--- src/rtl/adc_pkg.sv ---
// Shared definitions for the multi-channel serial ADC capture block:
// FSM state encoding and the counter-width helper.
package adc_pkg;

   // Capture sequencer states
   typedef enum logic [2:0] {
      IDLE    = 3'd0,
      CONVERT = 3'd1,
      SCK_HI  = 3'd2,
      SCK_LO  = 3'd3,
      DONE    = 3'd4
   } adc_state_e;

   // Ceiling log2, used to size counters from elaboration-time constants
   function automatic int clog2(input int value);
      int r;
      r = 0;
      for (int i = 0; i < 31; i++) begin
         if ((1 << i) < value) r = i + 1;
      end
      return r;
   endfunction

endpackage

--- src/rtl/adc_shift_rx.sv ---
// Per-channel serial receiver: MSB-first shift register loaded one bit per
// SCK pulse. Older (lead) bits fall off the top once the register is full.
module adc_shift_rx #(
   parameter int W = 12
) (
   input  logic         clk,
   input  logic         rstn,
   input  logic         shift_en,
   input  logic         sdo,
   output logic [W-1:0] pdata
);

   logic [W-1:0] shreg_q, shreg_d;

   // Next shift-register contents: shift left, new bit enters at the LSB
   always_comb begin
      shreg_d = shreg_q;
      if (shift_en) shreg_d = (shreg_q << 1) | W'(sdo);
   end

   // Shift-register storage
   always_ff @(posedge clk or negedge rstn) begin
      if (!rstn) shreg_q <= '0;
      else       shreg_q <= shreg_d;
   end

   assign pdata = shreg_q;

endmodule

--- src/rtl/adc_capture_multi.sv ---
// Multi-channel laser-pulse ADC capture. One CNV/SCK pair is shared by
// NUM_CH serial ADCs; all SDO lines are shifted in lock-step.
// Optional feature macro: ADC_PEAK_HOLD_EN enables per-channel peak hold.
// Without it peak_data is tied to zero and clear_peak has no effect.
//
// Handshake: sample_valid is a one-cycle strobe with no back-pressure; the
// cycle it is high, sample_data already holds the new words and stays
// stable until the next strobe. busy covers trigger edge to sample_valid.
module adc_capture_multi
   import adc_pkg::*;
#(
   parameter int NUM_CH    = 2,
   parameter int DATA_W    = 12,
   parameter int LEAD_BITS = 2,
   parameter int OUT_W     = 16,
   parameter int CONV_CYC  = 22,
   parameter int SCK_DIV   = 1
) (
   input  logic                    clk,
   input  logic                    rstn,
   input  logic                    trigger,
   input  logic                    clear_peak,
   input  logic [NUM_CH-1:0]       adc_sdo,
   output logic                    adc_convert,
   output logic                    adc_sck,
   output logic                    busy,
   output logic                    sample_valid,
   output logic [NUM_CH*OUT_W-1:0] sample_data,
   output logic                    overrun,
   output logic [NUM_CH*OUT_W-1:0] peak_data
);

   localparam int NBITS   = LEAD_BITS + DATA_W;
   localparam int BIT_W   = clog2(NBITS + 1);
   localparam int CYC_MAX = (CONV_CYC > SCK_DIV) ? CONV_CYC : SCK_DIV;
   localparam int CYC_W   = clog2(CYC_MAX + 1);

   localparam logic [CYC_W-1:0] CONV_LAST = CYC_W'(CONV_CYC - 1);
   localparam logic [CYC_W-1:0] SCK_LAST  = CYC_W'(SCK_DIV - 1);
   localparam logic [BIT_W-1:0] BIT_LAST  = BIT_W'(NBITS - 1);

   adc_state_e               state_q, state_d;
   logic [CYC_W-1:0]         cyc_cnt_q, cyc_cnt_d;
   logic [BIT_W-1:0]         bit_cnt_q, bit_cnt_d;
   logic                     trigger_dly_q, trigger_dly_d;
   logic                     adc_convert_q, adc_convert_d;
   logic                     adc_sck_q, adc_sck_d;
   logic                     busy_q, busy_d;
   logic                     sample_valid_q, sample_valid_d;
   logic                     overrun_q, overrun_d;
   logic [NUM_CH*OUT_W-1:0]  sample_data_q, sample_data_d;

   logic                     trig_edge;
   logic                     shift_en;
   logic [DATA_W-1:0]        rx_data [NUM_CH];
   logic [NUM_CH*OUT_W-1:0]  rx_packed;

   assign trig_edge = trigger & ~trigger_dly_q;

   // One receiver per channel, all clocked by the same shift strobe
   for (genvar k = 0; k < NUM_CH; k++) begin : g_rx
      adc_shift_rx #(.W(DATA_W)) u_rx (
         .clk      (clk),
         .rstn     (rstn),
         .shift_en (shift_en),
         .sdo      (adc_sdo[k]),
         .pdata    (rx_data[k])
      );
   end

   // Zero-extend each channel's received word into the output layout
   always_comb begin
      rx_packed = '0;
      for (int k = 0; k < NUM_CH; k++) begin
         rx_packed[k*OUT_W +: OUT_W] = OUT_W'(rx_data[k]);
      end
   end

   // Sequencer next-state and registered-output logic. The result is
   // published on the transition into DONE so the strobe lands exactly
   // one conversion-plus-readout after the trigger edge.
   always_comb begin
      state_d        = state_q;
      cyc_cnt_d      = cyc_cnt_q;
      bit_cnt_d      = bit_cnt_q;
      trigger_dly_d  = trigger;
      adc_convert_d  = adc_convert_q;
      busy_d         = busy_q;
      sample_valid_d = 1'b0;
      sample_data_d  = sample_data_q;
      overrun_d      = trig_edge && (state_q != IDLE);
      shift_en       = 1'b0;

      case (state_q)
         IDLE: begin
            adc_convert_d = 1'b1;
            busy_d        = 1'b0;
            if (trig_edge) begin
               adc_convert_d = 1'b0;
               busy_d        = 1'b1;
               cyc_cnt_d     = '0;
               bit_cnt_d     = '0;
               state_d       = CONVERT;
            end
         end
         CONVERT: begin
            if (cyc_cnt_q == CONV_LAST) begin
               cyc_cnt_d = '0;
               state_d   = SCK_HI;
            end else begin
               cyc_cnt_d = cyc_cnt_q + CYC_W'(1);
            end
         end
         SCK_HI: begin
            if (cyc_cnt_q == SCK_LAST) begin
               cyc_cnt_d = '0;
               shift_en  = 1'b1;
               state_d   = SCK_LO;
            end else begin
               cyc_cnt_d = cyc_cnt_q + CYC_W'(1);
            end
         end
         SCK_LO: begin
            if (cyc_cnt_q == SCK_LAST) begin
               cyc_cnt_d = '0;
               bit_cnt_d = bit_cnt_q + BIT_W'(1);
               if (bit_cnt_q == BIT_LAST) begin
                  state_d        = DONE;
                  sample_valid_d = 1'b1;
                  sample_data_d  = rx_packed;
                  busy_d         = 1'b0;
                  adc_convert_d  = 1'b1;
               end else begin
                  state_d = SCK_HI;
               end
            end else begin
               cyc_cnt_d = cyc_cnt_q + CYC_W'(1);
            end
         end
         DONE: begin
            state_d = IDLE;
         end
         default: begin
            state_d = IDLE;
         end
      endcase

      adc_sck_d = (state_d == SCK_HI);
   end

   // Sequencer and output registers
   always_ff @(posedge clk or negedge rstn) begin
      if (!rstn) begin
         state_q        <= IDLE;
         cyc_cnt_q      <= '0;
         bit_cnt_q      <= '0;
         trigger_dly_q  <= 1'b0;
         adc_convert_q  <= 1'b0;
         adc_sck_q      <= 1'b0;
         busy_q         <= 1'b0;
         sample_valid_q <= 1'b0;
         overrun_q      <= 1'b0;
         sample_data_q  <= '0;
      end else begin
         state_q        <= state_d;
         cyc_cnt_q      <= cyc_cnt_d;
         bit_cnt_q      <= bit_cnt_d;
         trigger_dly_q  <= trigger_dly_d;
         adc_convert_q  <= adc_convert_d;
         adc_sck_q      <= adc_sck_d;
         busy_q         <= busy_d;
         sample_valid_q <= sample_valid_d;
         overrun_q      <= overrun_d;
         sample_data_q  <= sample_data_d;
      end
   end

   assign adc_convert  = adc_convert_q;
   assign adc_sck      = adc_sck_q;
   assign busy         = busy_q;
   assign sample_valid = sample_valid_q;
   assign sample_data  = sample_data_q;
   assign overrun      = overrun_q;

`ifdef ADC_PEAK_HOLD_EN
   logic [NUM_CH*OUT_W-1:0] peak_q, peak_d;

   // Running unsigned maximum per channel; a clear coinciding with a new
   // sample restarts the maximum from that sample
   always_comb begin
      peak_d = peak_q;
      for (int k = 0; k < NUM_CH; k++) begin
         if (clear_peak) begin
            peak_d[k*OUT_W +: OUT_W] = sample_valid_q ? sample_data_q[k*OUT_W +: OUT_W]
                                                      : '0;
         end else if (sample_valid_q &&
                      (sample_data_q[k*OUT_W +: OUT_W] > peak_q[k*OUT_W +: OUT_W])) begin
            peak_d[k*OUT_W +: OUT_W] = sample_data_q[k*OUT_W +: OUT_W];
         end
      end
   end

   // Peak storage
   always_ff @(posedge clk or negedge rstn) begin
      if (!rstn) peak_q <= '0;
      else       peak_q <= peak_d;
   end

   assign peak_data = peak_q;
`else
   logic unused_clear_peak;
   assign unused_clear_peak = clear_peak;
   assign peak_data         = '0;
`endif

endmodule

--- config.mk ---
export PLATFORM = sky130hd
export DESIGN_NAME = adc_capture_multi
export DESIGN_NICKNAME = d
export VERILOG_FILES = /design/src/rtl/adc_pkg.sv /design/src/rtl/adc_shift_rx.sv /design/src/rtl/adc_capture_multi.sv
export SDC_FILE = /design/constraint.sdc
export NUM_CORES = 1
export LEC_CHECK = 0
export ABC_AREA = 0
export CAP_MARGIN = 20
export CORE_MARGIN = 10
export CORE_UTILIZATION = 35
export CTS_BUF_LIST = sky130_fd_sc_hd__clkbuf_4 sky130_fd_sc_hd__clkbuf_8 sky130_fd_sc_hd__clkbuf_16
export DETAILED_ROUTE_END_ITERATION = 16
export GPL_TIMING_DRIVEN = 0
export PLACE_DENSITY = 0.7
export SLEW_MARGIN = 10
export SYNTH_ARGS = -nofsm -noshare
export SYNTH_HDL_FRONTEND = slang
export SYNTH_HIERARCHICAL = 1
export SYNTH_SLANG_ARGS = --single-unit
--- constraint.sdc ---
create_clock -name clk -period 3.3 [get_ports clk]
set_input_delay 0.33 -clock clk [delete_from_list [all_inputs] [get_ports clk]]
set_output_delay 0.33 -clock clk [all_outputs]
set_load 0.03 [all_outputs]
==> reports/results.md <==
| Stage | Parameter | This run |
| --- | --- | --- |
| cts | Root Buffer Master | clkbuf_8 |
| worst setup path | Category of the most critical setup path | reg2reg |
| synthesis | Simple-Gate Fraction of Synth Area | 0.0645 |
| timing | Top achievable clock speed | 0.368 GHz |
| drt | Routed via count | 1781 |
| timing | Clock Skew | 0.0103 ns |
| power and ir drop | IR Drop Worst-Case VDD | 0.298 mV |
| job | MaxCap Viol Count | 0 |
| worst setup path | Kind of capture point of the worst setup path | register |
| synthesis | Xor and xnor area share after synthesis | 0.00568 |
| power and ir drop | Switching part of the total power | 0.294 |
| global route | Antenna violations before repair | 0 |
| worst setup path | Startpoint of the most critical register-to-register path | cyc_cnt_q[0] |
| drt | Per-cell via count in the routed design | 4.21 |
| worst setup path | Arrival time of data at the critical path endpoint | 2.94 ns |
| synthesis | Proportion of netlist area held by the largest area contributor | 0.535 |
| timing | Final min period | 2.72 ns |
| synthesis | Proportion of synthesized flip-flops having asynchronous set or reset | 1.00 |
| timing | Actual transition at the worst max-transition pin | 0.876 ns |
| timing | Slew Limit Fails | 0 |
| floorplanning | Die height | 114 um |
| synthesis | Largest family of logic cells by synthesized area | multiplexers |
| cells and area | Area used by multi-input combinational logic | 1210 um^2 |
| synthesis | Most area-consuming cells after synthesis | dfrtp_1, mux2_2, buf_4, mux2_4, ha_1 |
| worst setup path | Depth of the worst register-to-register path | 7 |
| global route | Overall track demand over capacity in global routing | 0.0888 |
| power and ir drop | Portion of total power attributed to the clock network | 0.339 |
| cells and area | Share of final-layout standard cells stronger than drive strength 1 | 0.362 |
| timing | Final period util | 0.824 |
| synthesis | Fraction of synthesized area in multiplexers | 0.213 |
| synthesis | Number of standard cells after synthesis | 227 |
| power and ir drop | Internal power of the cells | 1.41 mW |
| placement | Half-perimeter wire length after placement | 4080 um |
| floorplanning | Site row count | 34 |
| synthesis | Netlist area before placement | 3080 um^2 |
| worst setup path | Required time of the worst setup path | 3.52 ns |
| synthesis | Synth Area per Inst | 13.6 um^2 |
| cts | Buffers inserted during post-CTS setup optimization | 0 |
| drt | Antenna Nets Post-Route | 0 |
| synthesis | Yosys Warn Count | 6 |
| drt | Routed len/inst | 13.1 um |
| cts | TritonCTS clock tree | yes |
| floorplanning | Starting Density | 0.357 |
| synthesis | Area leader, netlist | dfrtp_1 |
| placement | Placer's final routability congestion estimate | 0.764 |
| cts | Clock sink count | 66 |
| drt | Wire length reported by the detailed router | 5550 um |
| placement | Number of placed instances, taps included | 407 |
| global route | Total grt overflow | 0 |
| timing | Final Hold Viols | 0 |
| cells and area | Final cell area excluding filler cells | 3900 um^2 |
| floorplanning | I/O pins | 75 |
| cts | Maximum root-to-sink buffer count | 2 |
| floorplanning | Area of the die | 13000 um^2 |
| power and ir drop | Proportion of power drawn by flip-flops and latches | 0.452 |
| cells and area | Number of antenna repair diodes | 0 |
| floorplanning | Core Footprint | 8640 um^2 |
| synthesis | EDFF count, synth | 0 |
| cts | Hold bufs inserted after CTS | 0 |
| cells and area | Layout filler cell count | 809 |
| cts | Clock H-tree levels | 3 |
| status | Status | finished clean |
| worst setup path | Element type at the critical path start | register |
| synthesis | Number of distinct library cell variants in the gate-level netlist after synthesis | 34 |
| global route | Via count of the first global-routing pass | 1907 |
| timing | Final-layout setup total negative slack | 0 ns |
| power and ir drop | Total power density per cell area | 513 nW/um^2 |
| cts | Resize count post-CTS | 0 |
| synthesis | Compound-cell area share of the yosys netlist | 0.0369 |
| cells and area | Net total in the final layout | 321 |
| worst setup path | Launch point of the worst path | cyc_cnt_q[0] |
| drt | Length of the first detailed-routing pass in iterations | 4 |
| drt | Number of DRC violations after detailed-routing iteration 0 | 81 |
| cells and area | Synthesis-to-layout area growth | 26.4% |
| worst setup path | Maximum fanout along the worst path | 10 |
| synthesis | Sequential element share of the synthesized area | 0.535 |
| power and ir drop | Comb power frac | 0.209 |
| floorplanning | DIE WIDTH | 114 um |
| power and ir drop | Total power draw | 2.00 mW |
| synthesis | Primary FF master, synth | dfrtp_1 |
| drt | Drc violations | 0 |
| cts | Later-pin clock latency in the skew report | 0.34 ns |
| cells and area | Area taken by flip-flops and latches | 1650 um^2 |
| global route | Wire length of the first global-routing pass | 9360 um |
| synthesis | Most common library cells after synthesis | dfrtp_1, buf_4, mux2_2, mux2_4, nor2_1 |
| cells and area | Post-route insts no fill | 423 |
| min path | Worst Hold Class | in2async |
| placement | Cell Area, Placed | 3700 um^2 |
| global route | Largest net degree at the start of global routing | 67 |
| placement | Buffers added on ports | 33 |
| power and ir drop | Net Sw Power | 0.588 mW |
| timing | Final count of negative-setup-slack endpoints | 0 |
| cts | Number of buffers inserted during clock tree synthesis | 9 |
| timing | Setup repair after global routing missed its margin | no |
| power and ir drop | Standby leakage power | 1.94 nW |
| synthesis | Synth Area in Adders | 0.0203 |
| timing | Tightest slew margin relative to the limit | 0.414 |
| synthesis | Most repeated cell in the gate-level netlist after synthesis | dfrtp_1 |
| synthesis | Number of storage elements in the synthesis netlist | 66 |
| cts | Clock input transition at the sequential cells of the worst setup and hold paths | 0.08 ns |
-- power groups by stage --
stage	combinational, mW	sequential, mW	clock [mW]
floorplan	0.300	0.937	0
global placement	0.405	0.917	0
detailed placement	0.420	0.919	0
CTS	0.419	0.905	0.696
global route	0.469	0.915	0.733
finish	0.418	0.904	0.678
-- path summary, 6_finish.rpt --
check / slack [ns] / endpoint
max reg2reg: 0.58 / g_rx[0].u_rx/pdata[0]
min reg2reg: 0.48 / bit_cnt_q[3]
min in group clk: 0.48 / trigger_dly_q
max: 0.58 / g_rx[0].u_rx/pdata[0]
max in group asynchronous: 2.68 / state_q[0]
min: 0.07 / g_rx[1].u_rx/pdata[2]
-- layout by cell type, fill, tap and decap left out, types with 2 or more instances in the layout --
cell / count
ha_1: 5
dfrtp_1: 66
mux2_2: 29
clkbuf_8: 10
conb_1: 40
nand2_1: 5
a22o_1: 3
nor2b_1: 2
clkbuf_1: 3
mux2i_1: 3
mux2_4: 20
buf_4: 42
nand3_1: 4
xnor2_1: 2
nor2_1: 8
a21oi_1: 2
nor4_1: 2
buf_6: 4
clkdlybuf4s50_1: 32
nand2b_1: 3
clkinv_2: 3
nor3_1: 3
a21o_1: 3
inv_1: 4
-- cells by family after synthesis --
| group | Yosys count |
|---|---|
| AOI/OAI and AO/OA | 15 |
| xor gates and xnor gates | 2 |
| adders and majority gates | 5 |
| buffers and inverters | 52 |
| DFF | 66 |
| muxes | 52 |
| other | 1 |
| and+or+nand+nor | 34 |
-- registers in the layout, indices dropped and copies added (netlist names) --
signal           flops
cyc_cnt_q            5
sample_data         24
trigger_dly_q        1
state_q              3
overrun              1
adc_sck              1
g_rx.u_rx/pdata     24
busy                 1
adc_convert          1
sample_valid         1
bit_cnt_q            4
-- stage by stage --
| step | hold slack, ns | util | worst slack [ns] |
|---|---|---|---|
| global route | 0.141 | 0.451 | 0.456 |
| finish | 0.0705 | 0.451 | 0.579 |
| floorplan | 0.0344 | - | 0.585 |
| global placement | 0.465 | 0.428 | -0.248 |
| detailed placement | 0.471 | 0.428 | 0.558 |
| CTS | 0.0954 | 0.451 | 0.548 |
-- routing by layer --
layer  global-route usage  share of wire  routed length [um]
met5                    0              0                   0
met4               0.0351          0.010                  57
met3               0.0556           0.13                 705
met2                0.132           0.44                2450
met1                0.100           0.42                2330
-- layout make-up --
| cell class | instances | share of cell area |
|---|---|---|
| well taps | 108 | 0.0347 |
| inverters | 4 | 0.00385 |
| plain buffers | 48 | 0.0934 |
| repair buffers | 33 | 0.0841 |
| clock inverters | 5 | 0.0138 |
| multi-input cells | 148 | 0.309 |
| clock buffers | 11 | 0.0372 |
| flip-flops and latches | 66 | 0.424 |
-- critical path, cell delays in order, from the launching register on --
cell	delay (ns)
dfrtp_1	0.41
inv_1	0.09
ha_1	0.15
or4b_1	0.43
buf_4	0.19
nor4b_2	0.73
buf_6	0.28
mux2_4	0.32
No activity file was read; power rests on OpenSTA's default activity.
